## src/rtl/flash_sample_streamer.sv

```systemverilog
// Prefetches 32-bit flash words into a small sample FIFO, low half first, and feeds
// one attenuated mono sample per codec slot to both DAC channels.
module flash_sample_streamer #(
  parameter int NUM_WORDS  = 1048576,
  parameter int FIFO_DEPTH = 8,
  parameter int VOL_SHIFT  = 6
) (
  input  logic        CLOCK_50,
  input  logic        reset,
  input  logic        enable,
  output logic        flash_mem_read,
  output logic [22:0] flash_mem_address,
  input  logic        flash_mem_waitrequest,
  input  logic [31:0] flash_mem_readdata,
  input  logic        flash_mem_readdatavalid,
  input  logic        write_ready,
  output logic        write_s,
  output logic [15:0] writedata_left,
  output logic [15:0] writedata_right,
  output logic [15:0] underrun_count
);

  localparam int PTR_W = $clog2(FIFO_DEPTH);
  localparam logic [22:0]    LAST_ADDR  = 23'(NUM_WORDS - 1);
  localparam logic [PTR_W:0] ROOM_LIMIT = (PTR_W + 1)'(FIFO_DEPTH - 2);

  typedef enum logic [1:0] {F_IDLE, F_REQ, F_WAIT, F_PUSH_HI} fetch_state_e;
  typedef enum logic {C_WAIT_READY, C_WAIT_ACCEPT} codec_state_e;

  fetch_state_e fstate_q, fstate_d;
  codec_state_e cstate_q, cstate_d;

  logic [22:0]    addr_q, addr_d;
  logic [15:0]    hi_q, hi_d;
  logic [PTR_W-1:0] wr_ptr_q, wr_ptr_d;
  logic [PTR_W-1:0] rd_ptr_q, rd_ptr_d;
  logic [PTR_W:0] count_q, count_d;
  logic [15:0]    wdata_q, wdata_d;
  logic [15:0]    underrun_q, underrun_d;

  logic [15:0] fifo_mem [FIFO_DEPTH];

  logic        push;
  logic [15:0] push_data;
  logic        load;
  logic        pop;
  logic [15:0] head_atten;

  always_ff @(posedge CLOCK_50 or posedge reset) begin
    if (reset) begin
      fstate_q   <= F_IDLE;
      cstate_q   <= C_WAIT_READY;
      addr_q     <= '0;
      hi_q       <= '0;
      wr_ptr_q   <= '0;
      rd_ptr_q   <= '0;
      count_q    <= '0;
      wdata_q    <= '0;
      underrun_q <= '0;
    end else begin
      fstate_q   <= fstate_d;
      cstate_q   <= cstate_d;
      addr_q     <= addr_d;
      hi_q       <= hi_d;
      wr_ptr_q   <= wr_ptr_d;
      rd_ptr_q   <= rd_ptr_d;
      count_q    <= count_d;
      wdata_q    <= wdata_d;
      underrun_q <= underrun_d;
    end
  end

  // Storage needs no reset: occupancy and pointers alone define what is valid.
  always_ff @(posedge CLOCK_50) begin
    if (push) begin
      fifo_mem[wr_ptr_q] <= push_data;
    end
  end

  // Fetch side: one outstanding read; the FIFO always has two free slots when a read starts.
  always_comb begin
    fstate_d  = fstate_q;
    addr_d    = addr_q;
    hi_d      = hi_q;
    push      = 1'b0;
    push_data = flash_mem_readdata[15:0];
    case (fstate_q)
      F_IDLE: begin
        if (enable && (count_q <= ROOM_LIMIT)) begin
          fstate_d = F_REQ;
        end
      end
      F_REQ: begin
        if (!flash_mem_waitrequest) begin
          fstate_d = F_WAIT;
        end
      end
      F_WAIT: begin
        if (flash_mem_readdatavalid) begin
          push     = 1'b1;
          hi_d     = flash_mem_readdata[31:16];
          fstate_d = F_PUSH_HI;
        end
      end
      F_PUSH_HI: begin
        push      = 1'b1;
        push_data = hi_q;
        addr_d    = (addr_q == LAST_ADDR) ? 23'd0 : addr_q + 23'd1;
        fstate_d  = F_IDLE;
      end
      default: fstate_d = F_IDLE;
    endcase
  end

  assign head_atten = $signed(fifo_mem[rd_ptr_q]) >>> VOL_SHIFT;

  // Codec side: a slot starts only when enabled; an empty FIFO yields a counted silent slot.
  always_comb begin
    cstate_d   = cstate_q;
    wdata_d    = wdata_q;
    underrun_d = underrun_q;
    load       = 1'b0;
    pop        = 1'b0;
    case (cstate_q)
      C_WAIT_READY: begin
        if (enable && write_ready) begin
          load     = 1'b1;
          cstate_d = C_WAIT_ACCEPT;
          if (count_q != '0) begin
            pop     = 1'b1;
            wdata_d = head_atten;
          end else begin
            wdata_d = 16'h0000;
            if (underrun_q != 16'hFFFF) begin
              underrun_d = underrun_q + 16'd1;
            end
          end
        end
      end
      C_WAIT_ACCEPT: begin
        if (!write_ready) begin
          cstate_d = C_WAIT_READY;
        end
      end
      default: cstate_d = C_WAIT_READY;
    endcase
  end

  always_comb begin
    wr_ptr_d = push ? wr_ptr_q + 1'b1 : wr_ptr_q;
    rd_ptr_d = pop  ? rd_ptr_q + 1'b1 : rd_ptr_q;
    case ({push, pop})
      2'b10:   count_d = count_q + 1'b1;
      2'b01:   count_d = count_q - 1'b1;
      default: count_d = count_q;
    endcase
  end

  assign flash_mem_read    = (fstate_q == F_REQ);
  assign flash_mem_address = addr_q;
  assign write_s           = (cstate_q == C_WAIT_ACCEPT);
  assign writedata_left    = wdata_q;
  assign writedata_right   = wdata_q;
  assign underrun_count    = underrun_q;

endmodule

```

## config.mk

```make
export PLATFORM = sky130hd
export DESIGN_NAME = flash_sample_streamer
export DESIGN_NICKNAME = d
export VERILOG_FILES = /design/src/rtl/flash_sample_streamer.sv
export SDC_FILE = /design/constraint.sdc
export NUM_CORES = 1
export LEC_CHECK = 0
export ABC_AREA = 0
export CAP_MARGIN = 25
export CORE_MARGIN = 4
export CORE_UTILIZATION = 26
export DETAILED_ROUTE_END_ITERATION = 7
export GPL_TIMING_DRIVEN = 1
export HOLD_SLACK_MARGIN = 0.15
export SETUP_SLACK_MARGIN = 0.3
export SYNTH_ARGS = -nofsm -noshare
export SYNTH_HDL_FRONTEND = slang
export SYNTH_SLANG_ARGS = --single-unit
```

## constraint.sdc

```tcl
create_clock -name CLOCK_50 -period 2.5 [get_ports CLOCK_50]
set_clock_uncertainty 0.1 [all_clocks]
set_input_delay 0.25 -clock CLOCK_50 [delete_from_list [all_inputs] [get_ports CLOCK_50]]
set_output_delay 0.25 -clock CLOCK_50 [all_outputs]
set_load 0.005 [all_outputs]
```

# --- Word-level counts from Yosys, hierarchy flattened ---
# Memories as Yosys holds them, arrays and structs flattened.
# Cells that the tools add are included.
classes:
  addsub: 6
  multipliers: 0
  n_div: 0
  magnitude_cmp: 1
  eq_ne: 10
  shifts: 0
  muxes: 18
  n_bitwise: 2
  reduce_logical: 9
op_table:
  columns: ["cell", "count"]
  rows:
  - ["2-to-1 mux 16 bit", 2]
  - ["adder 23 x 1 -> 23 bit (second input constant)", 1]
  - ["== test 23 x 20 -> 1 bit (second input constant)", 1]
  - ["2-to-1 mux 23 bit", 1]
  - ["adder 16 x 1 -> 16 bit (second input constant)", 1]
  - ["inequality test 16 bit (second input constant)", 1]
  - ["2-to-1 mux 1 bit", 8]
  - ["case mux 2 bit (4 select lines)", 1]
  - ["case mux 4 bit (2 select lines)", 1]
  - ["adder 3 x 1 -> 3 bit (second input constant)", 2]
  - ["== test 2 bit (second input constant)", 3]
  - ["2-to-1 mux 2 bit", 3]
  - ["inequality test 2 bit (second input constant)", 3]
  - ["adder 4 x 1 -> 4 bit (second input constant)", 1]
  - ["== test 2 x 1 -> 1 bit (second input constant)", 2]
  - ["less-or-equal comparator 4 x 3 -> 1 bit (second input constant)", 1]
  - ["case mux 1 bit (2 select lines)", 2]
  - ["AND reduction 2 bit", 2]
  - ["AND reduction 4 bit", 1]
  - ["nonzero test 4 bit", 1]
  - ["subtractor 4 x 1 -> 4 bit (second input constant)", 1]
  - ["AND reduction 3 bit", 1]
  - ["logical AND 1 bit", 2]
  - ["logical NOT 2 bit", 1]
  - ["other kinds (2)", 3]
totals:
  register_bits: 84
  latch_bits: 0
  mem_bits_rw: 128
  romBits: 0
  input_bits: 38
  out_inout_bits: 73
  word_cells: 56
  memories: 1
mem_list:
  columns: ["name", "depth", "width", "rd", "rd_clocked_by_memory_dff", "write_ports", "line", "rtl"]
  rows:
  - ["fifo_mem", 8, 16, 1, 0, 1, "41", "logic [15:0] fifo_mem [FIFO_DEPTH];"]

# --- Longest topological paths before layout ---
# Gate-level depths: netlist of the first run.
depth:
  ltp_word: 6
  mapped_depth: 11
  ltp_nobuf: 10

# --- Worst setup path before layout of the first run ---
# No wires, ideal clock.
synth_path:
  kind: "reg-to-reg"
  from: "register count_q[1]"
  to: "register count_q[2]"
  setup_time_ns: 0.126
  arrival_ns: 2.527
  path_slack_ns: -0.253
  stages_incl_launch_ff: 12
  period_less_slack_ns: 2.753
  path_cell_list: "dfrtp_1 or4_4 nor2b_1 clkbuf_1 ha_1 clkbuf_1 xor2_1 ha_1 a21oi_1 xor2_1 nor2_1 xor2_1"
synth_between:
  elab_chain_cells: 6
  word_cells_on_any_way: 10
  classes_between: "2 x add/sub; 2 x eq/ne; 4 x mux; 2 x reduce/logical"
synth_lines:
  columns: ["element", "line", "rtl"]
  rows:
  - ["start, declared", "37", "logic [PTR_W:0] count_q, count_d;"]
  - ["start signal, assigned", "67", "count_q <= count_d;"]
  - ["nonzero test 4 bit *", "129", "if (count_q != '0) begin"]
  - ["2-to-1 mux 1 bit *", "129", null]
  - ["2-to-1 mux 1 bit *", "126", "if (enable && write_ready) begin"]
  - ["2-to-1 mux 1 bit *", "124", "case (cstate_q)"]
  - ["net pop", "46", "logic pop;"]
  - ["== test 2 x 1 -> 1 bit or == test 2 bit (tied branches)", "152", "case ({push, pop})"]
  - ["case mux 4 bit (2 select lines) or nonzero test 2 bit (tied branches)", null, null]
# The timed path passes the listed nets; every way through them passes the cells marked *.
# A chain may end at the register's enable or synchronous reset.

# --- Worst setup path after layout of the first run ---
layout_path:
  from: "register count_q[2]"
  to: "register count_q[2]"
layout_between:
  elab_chain_cells: 6
  word_cells_on_any_way: 10
  classes_between: "2 x add/sub; 2 x eq/ne; 4 x mux; 2 x reduce/logical"
layout_lines:
  columns: ["element", "line"]
  rows:
  - ["nonzero test 4 bit", "129"]
  - ["2-to-1 mux 1 bit", "129"]
  - ["2-to-1 mux 1 bit", "126"]
  - ["2-to-1 mux 1 bit", "124"]
  - ["== test 2 x 1 -> 1 bit or == test 2 bit (tied branches)", "152"]
  - ["case mux 4 bit (2 select lines) or nonzero test 2 bit (tied branches)", null]
# Parallel ways exist; a longest one is shown, timed or not.

==> results of run 1 <==
cell type report:
class / count / area, sq um
repair buffers: 139 / 1310
flip-flops and latches: 152 / 4210
well taps: 330 / 413
fillers: 2416 / 16300
clock buffers: 17 / 425
clock inverters: 15 / 190
inverters: 11 / 41.3
multi-input cells: 252 / 2400
critical path: stages, from the launching register on:
cell and delay, ns:
dfrtp_2 0.40, or4_4 0.52, nor2b_4 0.17, ha_4 0.19, xor2_2 0.14, ha_2 0.17
a21oi_2 0.11, xor2_1 0.18, nor2_1 0.08, xor2_1 0.16
cells by family after synthesis:
family,synth area share
mux,0.126
flops,0.628
compound gates,0.0445
simple gates,0.0856
buf+inv,0.0393
xor+xnor,0.0537
fa+ha+maj,0.0224
stage by stage:
stage,hold WS [ns],instance area (sq um)
2_1_floorplan,0.267,6790
3_3_place_gp,0.367,8140
3_5_place_dp,0.388,8140
4_1_cts,0.170,8840
5_1_grt,0.212,8980
6_report,0.156,8980
what timing repair did:
item / in CTS / in global routing
cloned: 0 / 0
pin swaps: 1 / 17
endpoints found under the setup margin: 54 / 61
setup buffers: 5 / 8
gates resized for setup: 10 / 18
routing by layer:
metal | vias up | GRT usage | wire length (microns)
met3 | 18 | 0.0237 | 530
met5 | - | 0 | 0
met1 | 2083 | 0.133 | 6470
met2 | 85 | 0.187 | 7720
met4 | 0 | 0.0413 | 254
li1 | 1925 | - | -
layout by cell type (no fill, tap or decap), types with 9 or more instances in the layout:
cell type	count
clkdlybuf4s50_1	98
edfxtp_1	80
dfrtp_1	69
buf_4	39
mux2_2	35
xor2_1	26
nand2_1	20
mux4_2	20
clkbuf_16	17
xnor2_1	13
nor2_1	12
nand4_1	11
a22o_1	11
inv_1	9
where the power goes:
part           switching (mW)  internal [mW]
clock network            1.08           1.59
registers               0.433           3.37
logic                    1.35           1.83
total                    2.87           6.79
flip-flops by register name, indices dropped and copies added (netlist names):
name / flops
write_s: 1
wr_ptr_q: 3
writedata_left: 10
flash_mem_address: 23
count_q: 4
rd_ptr_q: 3
underrun_count: 16
hi_q: 10
fifo_mem: 80
fstate_q: 2
final timing paths:
check | endpoint | slack (ns) | depth (start not counted)
setup / recovery | count_q[2] | 0.16 | 9
hold / removal | underrun_count[15] | 0.16 | 3
setup reg to reg | count_q[2] | 0.16 | 9
hold reg to reg | hi_q[13] | 0.40 | 1
max in group asynchronous | count_q[2] | 1.78 | 3
min in group CLOCK_50 | write_s | 0.31 | 2
==> results_dict.tcl, run 1 <==
set metrics [dict create \
    status "finished clean" \
    ys_seq_area_frac 0.628 \
    worstSetupStartpointType "flip-flop" \
    slew_headroom 0.571 \
    timing.fmax_ghz 0.428 \
    synth_top_cell_by_area "edfxtp_1" \
    clockBufferDepth 2 \
    synth_flop_cell "edfxtp_1" \
    cts_tree "done" \
    worstPathArrival_ns 2.54 \
    end_kind "flip-flop" \
    power_leakage_nw 3.35 \
    synth.top_cell.area_share 0.359 \
    setup_viol 0 \
    final-max-slew-violation-count 0 \
    async_flop_share 0.474 \
    num_vias 4111 \
    numCtsBuffers 17 \
    dpl.cell_count 870 \
    drive_above_1_share 0.278 \
    synth_fp_nets 502 \
    drc_errors 0 \
    totalPowerFinal_mw 9.66 \
    grt_max_degree 37 \
    clock_latency_ns 0.43 \
    fp.dieW_microns 168 \
    crit_fanout 4 \
    clockRootBuffer "clkbuf_16" \
    placementRows 58 \
    yosys.cell_count.top_type "edfxtp_1" \
    hpwl_microns 10500 \
    fin_crit_sh 0.935 \
    finalWorstSetupSlack_ns 0.162 \
    start_util 0.265 \
    power_density_nw_per_um2 1080 \
    grt_pass1_wl_microns 24000 \
    antenna_found_initial 0 \
    viasPerCell 4.49 \
    antenna_left 0 \
    area_delta_synth_final_pct 34.2 \
    hold_class "in2async" \
    syn-cell-area_sq_um 6690 \
    synthTopCellsByCount "edfxtp_1 (80), dfrtp_1 (72), mux2_2 (35)" \
    drt_iter0_drc 183 \
    synthCells 452 \
    yosys_warnings 0 \
    worstSetupPathType "reg2reg" \
    totalWireLength_microns 15000 \
    port_buffers 98 \
    wl_per_cell_microns 16.3 \
    gp_congestion 0.787 \
    synthDistinctLibCells 40 \
    die_h_microns 168 \
    path_clk_slew_ns 0.07 \
    peakVddDrop_v 0.000431 \
    fin_tns_setup_ns 0 \
    ctsHoldBuffers 0 \
    ys_ff_latch 152 \
    final_hold_viol_count 0 \
    layout.nets 623 \
    rsz0062_at_grt "yes" \
    timing.final.crit_period_ns 2.34 \
    pre_cts_slack_ns 0.0463 \
    cp.required_ns 2.70 \
    overflow 0 \
    r2r-start "count_q[2]" \
    tightestPinTransition_ns 0.644 \
    antenna_cells 0 \
    first_pass_iters 7 \
    postLayoutCoreUtil 0.356 \
    core_area_sq_um 25300 \
    timing.critical_path.from "count_q[2]" \
    htree_levels 4 \
    grt_pass1_vias 4345 \
    drv_cap 0 \
    clock-sinks 152 \
    syn_area_per_cell_sq_um 14.8 \
    grt_usage 0.109 \
    synth_edf_count 80 \
    finalNonFillerCells 916 \
    synthTopCellsByArea "edfxtp_1 (36%), dfrtp_1 (27%), mux4_2 (6.7%)" \
    dieArea_sq_um 28400 \
    ioPinCount 111 \
]
Power figures use the tool's default switching activity.
==> inputs of run 2 (changes only) <==
--- a/config.mk
+++ b/config.mk
@@ -7,7 +7,7 @@
 export LEC_CHECK = 0
 export ABC_AREA = 0
 export CAP_MARGIN = 25
-export CORE_MARGIN = 4
+export CORE_MARGIN = 10
 export CORE_UTILIZATION = 26
 export DETAILED_ROUTE_END_ITERATION = 7
 export GPL_TIMING_DRIVEN = 1
==> run 2 against run 1 <==
Compared with the run above: critical path depth decreased by 4; flip-flop and latch count did not move; via count shrank 1.1%; register-to-register slack gained 0.04 ns; core utilization shrank 0.54 points; clock-buffer cell count grew 3; clock power decreased by 12%; sequential power barely moved; critical endpoint is now underrun_count[11].
==> results_dict.tcl, run 2 (synthesized netlist as in run 1, its figures left out) <==
set metrics [dict create \
    status "finished clean" \
    worstPathArrival_ns 2.53 \
    worstSetupPathType "reg2reg" \
    area_delta_synth_final_pct 32.2 \
    finalNonFillerCells 908 \
    placementRows 58 \
    end_kind "flip-flop" \
    first_pass_iters 6 \
    drc_errors 0 \
    setup_viol 0 \
    largest_reg_flops 80 \
    drt_iter0_drc 213 \
    hold_slack_ns 0.319 \
    layout.nets 615 \
    clockBufferDepth 2 \
    timing.final.crit_period_ns 2.30 \
    power_leakage_nw 3.28 \
    switching_share 0.296 \
    final_hold_viol_count 0 \
    top_register "fifo_mem" \
    ioPinCount 111 \
    power_density_nw_per_um2 1050 \
    timing.fmax_ghz 0.435 \
    antenna_found_initial 0 \
    antenna_left 0 \
    fp.dieW_microns 180 \
    antenna_cells 0 \
    overflow 0 \
    dpl.cell_count 864 \
    r2r-start "count_q[0]" \
    drive_above_1_share 0.247 \
    final-max-slew-violation-count 0 \
    r2r-end "underrun_count[11]" \
    pre_cts_slack_ns 0.00553 \
    wl_per_cell_microns 16.8 \
    grt_pass1_vias 4450 \
    numCtsBuffers 17 \
    fin_crit_sh 0.920 \
    clockRootBuffer "clkbuf_16" \
    slowest_stage "or4_4" \
    hold_depth 2 \
    met3_usage 0.0251 \
    grt_use_met1 0.110 \
    ff2ff_setup_slack_ns 0.20 \
    whs_endpoint "write_s" \
    crit_top_cell "or4_4" \
    htree_levels 4 \
    worstSetupStartpointType "flip-flop" \
    grt_usage 0.0945 \
    dieArea_sq_um 32600 \
    start_util 0.265 \
    r2r_cells 5 \
    gp_congestion 0.776 \
    clock-sinks 152 \
    p_int_mw 6.53 \
    num_vias 4066 \
    cp.required_ns 2.73 \
    p_switching_mw 2.75 \
    mostFrequentLayoutCell "clkdlybuf4s50_1" \
    tightestPinTransition_ns 0.659 \
    pwr-share-clk 0.254 \
    fin_tns_setup_ns 0 \
    hold_class "in2reg" \
    combPwrFrac 0.334 \
    cts_tree "done" \
    layout_common_cells "clkdlybuf4s50_1 (98), edfxtp_1 (80), dfrtp_1 (71), mux2_2 (35)" \
    crit_fanout 6 \
    slowest_delay_ns 0.55 \
    path_clk_slew_ns 0.06 \
    path_cells "or4_4, buf_4, or4_4, a2111oi_4, xor2_1" \
    busiest_layer "met2" \
    hpwl_microns 10700 \
    die_h_microns 180 \
    p_seq_frac 0.413 \
    grt_pass1_wl_microns 24700 \
    finalWorstSetupSlack_ns 0.200 \
    grt_max_degree 73 \
    slew_headroom 0.560 \
    totalWireLength_microns 15300 \
    globalRouteMet2Util 0.165 \
    peakVddDrop_v 0.000405 \
    totalPowerFinal_mw 9.27 \
    rsz0062_at_grt "yes" \
    core_area_sq_um 25300 \
    port_buffers 98 \
    clock_latency_ns 0.42 \
    viasPerCell 4.48 \
    hold_path.startpoint "write_ready" \
    drv_cap 0 \
]
[run 2: changes by cell type in the layout (fill, tap and decap cells not counted), moves of 2 or more]
cell and delta:
buf_4 -11, bufinv_16 -2, clkbuf_1 +3, clkinv_1 +2
clkinv_4 +2, dfrtp_1 +2, dfrtp_2 -2, inv_6 -3
inv_8 -2, xor2_1 +2, xor2_2 -2
[run 2: power groups by stage]
stage	Combinational, mW	Sequential [mW]	Clock [mW]
finish	3.10	3.83	2.35
global route	3.40	3.93	2.52
CTS	3.10	3.85	2.44
detailed placement	2.97	3.91	0
global placement	2.88	3.85	0
floorplan	1.97	3.73	0
[run 2: worst max path at each step]
stage,slack (ns),cells past startpoint,from,endpoint
after floorplan,-0.007,11,count_q[0],count_q[2]
after global placement,0.06,5,write_ready,underrun_count[13]
after detailed placement,0.006,4,flash_mem_readdatavalid,fifo_mem[7][11]
after CTS,0.19,9,count_q[3],count_q[2]
after global routing,0.10,9,count_q[0],count_q[2]
final,0.20,5,count_q[0],underrun_count[11]
[run 2: per-layer routing]
metal,vias up,wire [microns]
li1,1902,-
met1,2081,6480
met5,-,0
met2,71,8100
met3,12,538
met4,0,182
[run 2: metrics by stage]
stage | area, sq um | util
after CTS | 8750 | 0.346
after global routing | 8850 | 0.350
after detailed placement | 8110 | 0.321
final | 8850 | 0.350
after floorplan | 6790 | -
after global placement | 8110 | 0.321
[run 2: worst max-delay path: cells and delay by family (launching register included)]
family | cells | cell delay (ns)
DFF | 1 | 0.40
xor gates and xnor gates | 1 | 0.18
AOI/OAI and AO/OA | 1 | 0.35
buffers and inverters | 1 | 0.15
and+or+nand+nor | 2 | 1.04
[run 2: final cells by class]
class | count | area, sq um
Inverter | 11 | 41.3
Clock buffer | 20 | 437
Clock inverter | 12 | 104
Multi-Input combinational cell | 252 | 2380
Timing Repair Buffer | 131 | 1270
Fill cell | 2411 | 16400
Sequential cell | 152 | 4210
Tap cell | 330 | 413
[run 2: what timing repair did]
item	4_1_cts	5_1_grt
hold buffers	1	0
pin swaps	5	7
buffers inserted	5	6
resized for setup	12	8
hold endpoints to repair	12	0
setup endpoints to repair	53	46
cloned	0	0
==> RTL change: new RTL, flow settings as in run 2 <==
`FIFO_DEPTH`: 8 -> 16.
--- a/src/rtl/flash_sample_streamer.sv
+++ b/src/rtl/flash_sample_streamer.sv
@@ -2,7 +2,7 @@
 // one attenuated mono sample per codec slot to both DAC channels.
 module flash_sample_streamer #(
   parameter int NUM_WORDS  = 1048576,
-  parameter int FIFO_DEPTH = 8,
+  parameter int FIFO_DEPTH = 16,
   parameter int VOL_SHIFT  = 6
 ) (
   input  logic        CLOCK_50,
Behaviour: no difference found for any inputs over 4 cycles, from zero or initial values and one cycle with reset high; that may be too few to reach the edited logic, so the function may still have changed.
==> RTL change against run 2 <==
- routed wire length increased by 51%
- largest cell class unchanged
- area after synthesis increased by 51%
- design area increased by 48%
- non-clock buffer count increased by 44
- power increased by 47%
- sequential cell count increased by 83
- global-route usage decreased by 0.070 points
- setup slack got worse by 0.18 ns
==> RTL change: results (changes against run 2) <==
- Internal: 0.009351 W (was 0.006525 W)
- Critical Path AT: 2.77 ns (was 2.53 ns)
- Vias in the first global route: 5891 (was 4450)
- Total CTS buffers: 24 (was 17)
- CTS H-Tree Depth: 1 (was 4)
- Clk. pwr: 0.00332 W (was 0.00235 W)
- First-pass GRT wire length: 35390 um (was 24720 um)
- DPL Wire Length: 15350 um (was 10710 um)
- Hold path depth: 3 (was 2)
- Ranking of synthesized cells by area: edfxtp_1, dfrtp_1, mux4_2 (unchanged)
- Clk_lat worst skew: 0.52 ns (was 0.42 ns)
- Sequential area share after synthesis: 66.34% (was 62.83%)
- RD Place Congestion: 0.7790 (was 0.7757)
- Static Leak: 4.748 nW (was 3.282 nW)
- Worst-path fanout max: 3 (was 6)
- Setup WS pre-CTS: -0.04947 ns (was 0.005527 ns)
- Post-synth cell types: 52 (was 40)
- Post-synth top cells: edfxtp_1, dfrtp_1, mux4_2 (was edfxtp_1, dfrtp_1, mux2_2)
- Nets: 826 (was 615)
- Synth Net Count: 674 (was 502)
- 1st-iter DRT viols: 313 (was 213)
- Detailed Routing Iterations Pass 1: 5 (was 6)
- Status: complete, no violations (unchanged)
- Logic power comb: 0.00474 W (was 0.00310 W)
- Routed WL per cell: 17.67 um (was 16.85 um)
- GRT Total Usage: 9.381% (was 9.451%)
- Slew HR: 56.95% (was 56.00%)
- Layout fillers: 3691 (was 2411)
- DR vias: 5799 (was 4066)
- Reg2Reg Depth: 9 (was 5)
[RTL change: changes by cell type after synthesis, sizes merged, moves of 8 or more]
cell and change:
xnor2 +8, edfxtp +80, xor2 -10, buf +10, mux2 -9, nor2 +8
mux2i +30, mux4 +20
[RTL change: layout make-up]
cell class / count / area (sq um) / share of cell area, %
Inverter: 13 / 52.55 / 0.4006
Clock inverter: 15 / 100.1 / 0.7631
Timing Repair Buffer: 175 / 1714 / 13.07
Sequential cell: 235 / 6683 / 50.94
Clock buffer: 29 / 619.3 / 4.721
Multi-Input combinational cell: 324 / 3301 / 25.16
Tap cell: 518 / 648.1 / 4.941
[RTL change: stage by stage]
stage	instances	total power [W]	TNS [ns]	util (%)	area (sq um)
5_1_grt	1309	0.01440	-0.1093	34.10	13120
6_report	1309	0.01366	0	34.10	13120
3_5_place_dp	1246	0.01008	-0.04947	31.05	11950
2_1_floorplan	621	0.008353	-0.4909	-	10140
3_3_place_gp	1246	0.009997	-0.01720	31.05	11950
4_1_cts	1296	0.01357	0	33.17	12760
[RTL change: repair_timing]
action,4_1_cts,5_1_grt
gates resized for setup,5,55
gates cloned,1,3
hold buffers,1,0
setup endpoints to repair,21,192
hold endpoints to repair,16,0
setup buffers,4,10
pin swaps,6,11
[RTL change: cell families after synthesis]
logic type	Yosys count	share of synthesized area, %
flip-flops	235	66.34
AND/OR/NAND/NOR	132	7.491
multiplexers	96	14.83
buffers and inverters	63	3.317
AO/OA/AOI/OAI	41	2.770
XOR/XNOR	39	3.391
adder cells (fa/ha/maj)	15	1.863
[RTL change: final timing paths]
| path | startpoint | end | slack, ns |
|---|---|---|---|
| worst min-delay path | flash_mem_waitrequest | fstate_q[0] | 0.23 |
| worst max register to register | count_q[0] | count_q[4] | 0.02 |
| worst max-delay path | count_q[0] | count_q[4] | 0.02 |
| worst min register to register | hi_q[14] | hi_q[14] | 0.40 |
| min in group asynchronous | reset | hi_q[14] | 0.55 |
| max in group asynchronous | reset | rd_ptr_q[2] | 1.17 |
[RTL change: metal layers]
layer / vias up / part of all wire, % / wire length [um] / global-route usage (%)
met3: 28 / 4.4 / 1027 / 1.803
met4: 0 / 1.7 / 389 / 2.074
met2: 115 / 46 / 10630 / 14.74
met5: - / 0 / 0 / 0
li1: 2667 / - / - / -
met1: 2989 / 48 / 11070 / 13.17
[RTL change: critical path, cell delays in order, from the launching register on]
cell	delay, ns
dfrtp_1	0.38
or4_4	0.54
o21ba_4	0.23
ha_4	0.17
xor2_2	0.14
ha_2	0.19
o211a_1	0.22
o31ai_2	0.18
a31oi_1	0.07
xor2_1	0.14
